**src/rtl/err_report_pkg.sv**
```systemverilog
// err_report_pkg
//   Shared types for the error reporter: field widths of an error-RAM entry,
//   the packed {address, error} entry carried through the FIFO, and the
//   output FSM state encoding.
package err_report_pkg;

    localparam int ADDR_W = 32;
    localparam int ERR_W  = 10;

    typedef struct packed {
        logic [ADDR_W-1:0] address;
        logic [ERR_W-1:0]  error;
    } err_entry_t;

    typedef enum logic {
        IDLE  = 1'b0,
        ISSUE = 1'b1
    } state_t;

endpackage

```
**src/rtl/err_report_fifo.sv**
```systemverilog
// err_report_fifo
//   Synchronous FIFO of err_entry_t with a first-word-fall-through head.
//   Ports:
//     clk, rst        clock, synchronous active-high reset
//     push, push_data write an entry (ignored when full)
//     pop, head_data  head entry (valid when !empty); pop advances it
//     newest_address  address of the most recently pushed entry
//     newest_wr,      overwrite the error code of the newest entry in place
//     newest_error      (ignored when a push happens in the same cycle)
//     full, empty, count  occupancy, all from registered state
module err_report_fifo
    import err_report_pkg::*;
#(
    parameter int DEPTH = 8
) (
    input  logic                     clk,
    input  logic                     rst,
    input  logic                     push,
    input  err_entry_t               push_data,
    input  logic                     pop,
    output err_entry_t               head_data,
    output logic [ADDR_W-1:0]        newest_address,
    input  logic                     newest_wr,
    input  logic [ERR_W-1:0]         newest_error,
    output logic                     full,
    output logic                     empty,
    output logic [$clog2(DEPTH):0]   count
);

    localparam int PTR_W = $clog2(DEPTH);
    localparam int CNT_W = PTR_W + 1;

    err_entry_t       mem [DEPTH];
    logic [PTR_W-1:0] wr_ptr_q, wr_ptr_d;
    logic [PTR_W-1:0] rd_ptr_q, rd_ptr_d;
    logic [PTR_W-1:0] newest_ptr;
    logic [CNT_W-1:0] count_q, count_d;
    logic             push_ok, pop_ok;

    assign full    = (count_q == CNT_W'(DEPTH));
    assign empty   = (count_q == '0);
    assign push_ok = push && !full;
    assign pop_ok  = pop && !empty;
    assign count   = count_q;

    // DEPTH is a power of two, so pointer wrap is plain overflow.
    assign newest_ptr     = wr_ptr_q - 1'b1;
    assign head_data      = mem[rd_ptr_q];
    assign newest_address = mem[newest_ptr].address;

    always_comb begin
        wr_ptr_d = wr_ptr_q;
        rd_ptr_d = rd_ptr_q;
        count_d  = count_q;
        if (push_ok) begin
            wr_ptr_d = wr_ptr_q + 1'b1;
        end
        if (pop_ok) begin
            rd_ptr_d = rd_ptr_q + 1'b1;
        end
        case ({push_ok, pop_ok})
            2'b10:   count_d = count_q + 1'b1;
            2'b01:   count_d = count_q - 1'b1;
            default: count_d = count_q;
        endcase
    end

    always_ff @(posedge clk) begin
        if (rst) begin
            wr_ptr_q <= '0;
            rd_ptr_q <= '0;
            count_q  <= '0;
        end else begin
            wr_ptr_q <= wr_ptr_d;
            rd_ptr_q <= rd_ptr_d;
            count_q  <= count_d;
        end
    end

    // Storage is not reset; the pointers define what is valid.
    always_ff @(posedge clk) begin
        if (push_ok) begin
            mem[wr_ptr_q] <= push_data;
        end else if (newest_wr && !empty) begin
            mem[newest_ptr].error <= newest_error;
        end
    end

endmodule

```
**src/rtl/error_reporter.sv**
```systemverilog
// error_reporter
//   Round-robin collector of error events from NUM_SRC producers, buffered in
//   a FIFO and drained one entry per handshake onto the error RAM write port.
//   Entries with address 0 or error code 0 are consumed and counted, never
//   written.
//   Ports:
//     clk, rst                          clock, synchronous active-high reset
//     src_valid/src_address/src_error   per-source event request (packed)
//     src_ready                         one-hot grant, combinational
//     write_enable/address/error        error RAM write request
//     write_ready                       RAM accept
//     pending                           FIFO occupancy
//     drop_count                        saturating count of filtered entries
//     busy                              pending != 0 or write_enable
//   Build option: ERR_REPORT_COALESCE_EN merges a new event into the newest
//   queued entry when their addresses match (newest error code wins).
module error_reporter
    import err_report_pkg::*;
#(
    parameter int NUM_SRC    = 4,
    parameter int FIFO_DEPTH = 8
) (
    input  logic                          clk,
    input  logic                          rst,
    input  logic [NUM_SRC-1:0]            src_valid,
    input  logic [NUM_SRC*ADDR_W-1:0]     src_address,
    input  logic [NUM_SRC*ERR_W-1:0]      src_error,
    output logic [NUM_SRC-1:0]            src_ready,
    output logic                          write_enable,
    output logic [ADDR_W-1:0]             write_address,
    output logic [ERR_W-1:0]              write_error,
    input  logic                          write_ready,
    output logic [$clog2(FIFO_DEPTH):0]   pending,
    output logic [15:0]                   drop_count,
    output logic                          busy
);

    localparam int RR_W  = $clog2(NUM_SRC);
    localparam int CNT_W = $clog2(FIFO_DEPTH) + 1;

`ifdef ERR_REPORT_COALESCE_EN
    localparam bit COALESCE_EN = 1'b1;
`else
    localparam bit COALESCE_EN = 1'b0;
`endif

    err_entry_t        src_entry [NUM_SRC];
    logic [RR_W-1:0]   rr_q, rr_d;
    logic [RR_W-1:0]   grant_idx;
    logic              grant_found;
    logic              xfer;
    err_entry_t        sel_entry;
    logic              entry_ok;
    logic              coalesce_hit, do_coalesce;
    logic              fifo_push, fifo_pop, fifo_full, fifo_empty;
    err_entry_t        fifo_head;
    logic [ADDR_W-1:0] newest_address;
    logic [CNT_W-1:0]  fifo_count;
    logic [15:0]       drop_q, drop_d;
    state_t            state_q, state_d;
    err_entry_t        out_q, out_d;

    for (genvar gi = 0; gi < NUM_SRC; gi++) begin : g_src
        assign src_entry[gi] = {src_address[gi*ADDR_W +: ADDR_W], src_error[gi*ERR_W +: ERR_W]};
        assign src_ready[gi] = grant_found && !fifo_full && (grant_idx == RR_W'(gi));
    end

    // First valid source at or after rr, searched modulo NUM_SRC.
    always_comb begin
        logic [RR_W:0] cand;
        grant_found = 1'b0;
        grant_idx   = '0;
        cand        = '0;
        for (int k = 0; k < NUM_SRC; k++) begin
            cand = {1'b0, rr_q} + (RR_W+1)'(k);
            if (cand >= (RR_W+1)'(NUM_SRC)) begin
                cand = cand - (RR_W+1)'(NUM_SRC);
            end
            if (!grant_found && src_valid[cand[RR_W-1:0]]) begin
                grant_found = 1'b1;
                grant_idx   = cand[RR_W-1:0];
            end
        end
    end

    assign xfer      = grant_found && !fifo_full;
    assign sel_entry = src_entry[grant_idx];
    assign entry_ok  = (sel_entry.address != '0) && (sel_entry.error != '0);

    // The newest entry can only be the one leaving when it is also the head.
    assign coalesce_hit = !fifo_empty && (newest_address == sel_entry.address)
                          && !(fifo_pop && fifo_count == CNT_W'(1));
    assign do_coalesce  = COALESCE_EN && xfer && entry_ok && coalesce_hit;
    assign fifo_push    = xfer && entry_ok && !do_coalesce;

    always_comb begin
        rr_d   = rr_q;
        drop_d = drop_q;
        if (xfer) begin
            rr_d = (grant_idx == RR_W'(NUM_SRC - 1)) ? '0 : grant_idx + 1'b1;
            if (!entry_ok && drop_q != 16'hFFFF) begin
                drop_d = drop_q + 16'd1;
            end
        end
    end

    err_report_fifo #(
        .DEPTH (FIFO_DEPTH)
    ) u_fifo (
        .clk            (clk),
        .rst            (rst),
        .push           (fifo_push),
        .push_data      (sel_entry),
        .pop            (fifo_pop),
        .head_data      (fifo_head),
        .newest_address (newest_address),
        .newest_wr      (do_coalesce),
        .newest_error   (sel_entry.error),
        .full           (fifo_full),
        .empty          (fifo_empty),
        .count          (fifo_count)
    );

    // Output FSM: the output registers load only when an entry is popped.
    always_comb begin
        state_d  = state_q;
        out_d    = out_q;
        fifo_pop = 1'b0;
        case (state_q)
            IDLE: begin
                if (!fifo_empty) begin
                    fifo_pop = 1'b1;
                    out_d    = fifo_head;
                    state_d  = ISSUE;
                end
            end
            ISSUE: begin
                if (write_ready) begin
                    if (!fifo_empty) begin
                        fifo_pop = 1'b1;
                        out_d    = fifo_head;
                    end else begin
                        state_d = IDLE;
                    end
                end
            end
            default: state_d = IDLE;
        endcase
    end

    always_ff @(posedge clk) begin
        if (rst) begin
            state_q <= IDLE;
            out_q   <= '0;
            rr_q    <= '0;
            drop_q  <= '0;
        end else begin
            state_q <= state_d;
            out_q   <= out_d;
            rr_q    <= rr_d;
            drop_q  <= drop_d;
        end
    end

    assign write_enable  = (state_q == ISSUE);
    assign write_address = out_q.address;
    assign write_error   = out_q.error;
    assign pending       = fifo_count;
    assign drop_count    = drop_q;
    assign busy          = (fifo_count != '0) || write_enable;

endmodule

```
**config.mk**
```make
export PLATFORM = sky130hd
export DESIGN_NAME = error_reporter
export DESIGN_NICKNAME = d
export VERILOG_FILES = /design/src/rtl/err_report_pkg.sv /design/src/rtl/err_report_fifo.sv /design/src/rtl/error_reporter.sv
export SDC_FILE = /design/constraint.sdc
export NUM_CORES = 1
export LEC_CHECK = 0
export BUFFER_PORTS_ARGS = -buffer_cell sky130_fd_sc_hd__buf_2
export CAP_MARGIN = 20
export CORE_ASPECT_RATIO = 1.4
export CORE_UTILIZATION = 50
export CTS_CLUSTER_SIZE = 28
export DETAILED_ROUTE_END_ITERATION = 8
export PLACE_DENSITY_LB_ADDON = 0.2
export SLEW_MARGIN = 10
export SYNTH_ARGS = -nofsm -noshare
export SYNTH_HDL_FRONTEND = slang
export SYNTH_SLANG_ARGS = --single-unit
export TNS_END_PERCENT = 30
```
**constraint.sdc**
```tcl
create_clock -name clk -period 23.7 [get_ports clk]
set_clock_uncertainty 0.2 [all_clocks]
set_input_delay 1.185 -clock clk [delete_from_list [all_inputs] [get_ports clk]]
set_output_delay 1.185 -clock clk [all_outputs]
set_load 0.1 [all_outputs]
```
==> flow_summary.toml <==
[layout]
nNetsFinal = 1540
post-route-cell-area_um2 = 20300
final_cell_mix = "336 x edfxtp_1, 242 x buf_2, 112 x a211oi_1"
area_growth_pct = 17.1
seqCellArea_um2 = 11600
final_common_cell = "edfxtp_1"
nFillCells = 2639
drive_gt1_share_pct = 31.9
multi_input_area_um2 = 5460

[worst_setup_path]
worstPathArrival_ns = 6.27
start_kind = "primary input"
crit_type = "primary input to flip-flop"
worstPathMaxFanout = 76
endpoint_kind = "flip-flop"
required_ns = 23.96

[drt]
vias = 11000
finalWirelength_mm = 44.4
route.antenna.remaining_nets = 0
wl_per_cell_um = 24.1
drt_iter0_drc = 925
drc_errors = 0
vias_per_cell = 5.97
first_pass_iters = 5

[synthesis]
syn_area_per_cell_um2 = 15.5
synth_area_um2 = 17300
synth_cell_types = 56
synth_nets = 1307
synth_edf_count = 336
async_flop_share_pct = 0
ys_seq_area_share_pct = 66.7
ys.flop_type = "edfxtp_1"
syn-instance-count = 1121
yosysWarnings = 0
ys_ff_latch = 410

[grt]
grt_pass1_vias = 10900
grt_max_degree = 87
antenna_found_initial = 11
grt_usage_pct = 25.4
grt_pass1_wl_mm = 66.2
overflow = 0

[floorplanning]
rows = 80
coreArea_um2 = 34100
start_util_pct = 50.8
die_area_um2 = 35400
die_h_um = 222
die_w_um = 159
pin_count = 243

[pwr]
p_leak_nw = 7.26
peakVddDrop_mv = 0.0795
p_per_area_nw_per_um2 = 123

[clock_tree]
clock_sinks = 410
clkTransAtPathRegs_ns = 0.06
cts_resized = 0
clockBufferDepth = 3
cts_max_level = 2
cts_tree = "yes"
cts_setup_buffers = 0
numCtsBuffers = 38
clk_latency_ns = 0.54
root_buffer = "clkbuf_16"
ctsHoldBuffers = 0

[sta]
fmax_mhz = 166
fin_crit_sh_pct = 25.4
finalSetupViolCount = 0
rsz0062_at_grt = "no"
relSlewSlack_pct = 30.7
tns_ns = 0
maxSlewViolCount = 0
hold_viol_final = 0
period_minus_slack_ns = 6.02
tightest_slew_ns = 1.04

[run_status]
outcome = "completed"

[placed_design]
port_buffers = 242
place_congestion = 0.904
dp_hpwl_mm = 28.8
placedInstanceArea_um2 = 19100

[flow_run]
cap_violations = 0

[worst_hold_path]
hold_class = "flip-flop to flip-flop"
## metal layers
metal,vias to the layer above,wire [µm],GRT usage (%)
met5,-,49,0
met4,8,1660,10.1
met3,95,3300,5.67
met2,471,22200,43.2
met1,5478,17100,31.5
li1,4936,-,-
## critical path: stages
cell and delay, ns:
buf_2 0.12, and2b_1 0.21, a211o_2 0.29, buf_4 0.34, and3_1 0.29, a211oi_1 0.82, o22ai_1 0.15, nor4_1 0.66
and4_2 0.49, nor3_2 0.10, inv_2 0.23, ha_1 0.24, ha_1 0.24, a21o_1 0.17, a21oi_1 0.18, xnor2_1 0.09
or3_1 0.30, a21oi_1 0.13
## path summary, 6_finish.rpt
check / from / end / slack [ns] / cells after the start
worst max-delay path: src_valid[1] / u_fifo.count[3] / 17.68 / 18
worst min-delay path: write_address[12] / write_address[12] / 0.30 / 2
worst max register to register: rr_q[1] / u_fifo.count[3] / 18.02 / 17
worst min register to register: write_address[12] / write_address[12] / 0.30 / 2
## metrics by stage
stage	instances	total power (W)	setup WS, ns	util [%]	hold WS [ns]
after CTS	1833	0.00251	17.76	59.4	0.298
final	1840	0.00249	17.68	59.5	0.295
after floorplan	1121	0.00169	14.98	-	0.285
after global routing	1835	0.00259	17.49	59.4	0.317
after detailed placement	1765	0.00192	17.22	55.9	0.284
after global placement	1764	0.00190	17.24	55.8	0.282
## synth_stat cells, types with 2 or more instances
cell	number	share of area, %
o41ai_1	2	0.10
nor2_1	108	2.3
xor2_1	3	0.15
xnor2_1	3	0.15
and2_1	8	0.29
nor4b_1	5	0.25
inv_2	3	0.065
buf_1	13	0.28
mux2i_1	45	2.6
o31ai_1	3	0.13
nand4_1	3	0.11
a22oi_1	2	0.087
a21o_1	2	0.087
mux2_1	2	0.13
a211oi_1	112	4.8
a21oi_1	11	0.32
buf_4	3	0.13
or4_1	5	0.22
a31oi_1	4	0.14
clkbuf_1	46	1.0
nor4_1	8	0.29
ha_1	10	0.72
nand2_1	27	0.58
dfxtp_1	74	8.5
mux4_2	84	11
nand3_1	27	0.78
nor3_1	3	0.087
edfxtp_1	336	58
o21ai_0	10	0.29
buf_2	12	0.35
nor2b_1	12	0.43
mux2_2	8	0.52
inv_1	10	0.22
and3_1	74	2.7
nand2b_1	6	0.22
o22ai_1	17	0.61
## area by class of cell
cell class | instances | share of cell area, %
flip-flops and latches | 410 | 57.0
repair buffers | 269 | 6.96
clock buffers | 57 | 5.64
well taps | 451 | 2.78
inverters | 13 | 0.240
clock inverters | 11 | 0.370
diodes | 7 | 0.0863
multi-input cells | 622 | 26.9
## kinds of logic (layout without fill, tap and decap cells)
kind of cell	count (synthesis)	in the layout	share of synthesized area, %
simple gates	295	295	8.72
buf+inv	89	350	2.13
other cells	0	7	0
flops	410	410	66.7
fa+ha+maj	11	11	0.837
compound gates	171	171	7.13
xor+xnor	6	6	0.303
mux	139	139	14.2
## power breakdown
part	switching, W	internal, W	leakage [nW]	total, W
clock	0.000252	0.000345	0.596	0.000597
combinational	0.000627	0.000250	2.98	0.000878
sequential	0.0000408	0.000974	3.69	0.00102
## flip-flops by register name, indices dropped and copies added, names as in the netlist, named ones only
register	flops
write_error	10
u_fifo.mem	336
u_fifo.rd_ptr_q	3
rr_q	2
write_address	32
drop_count	16
write_enable	1
u_fifo.wr_ptr_q	3
u_fifo.count	4
(Power assumes the default switching activity.)
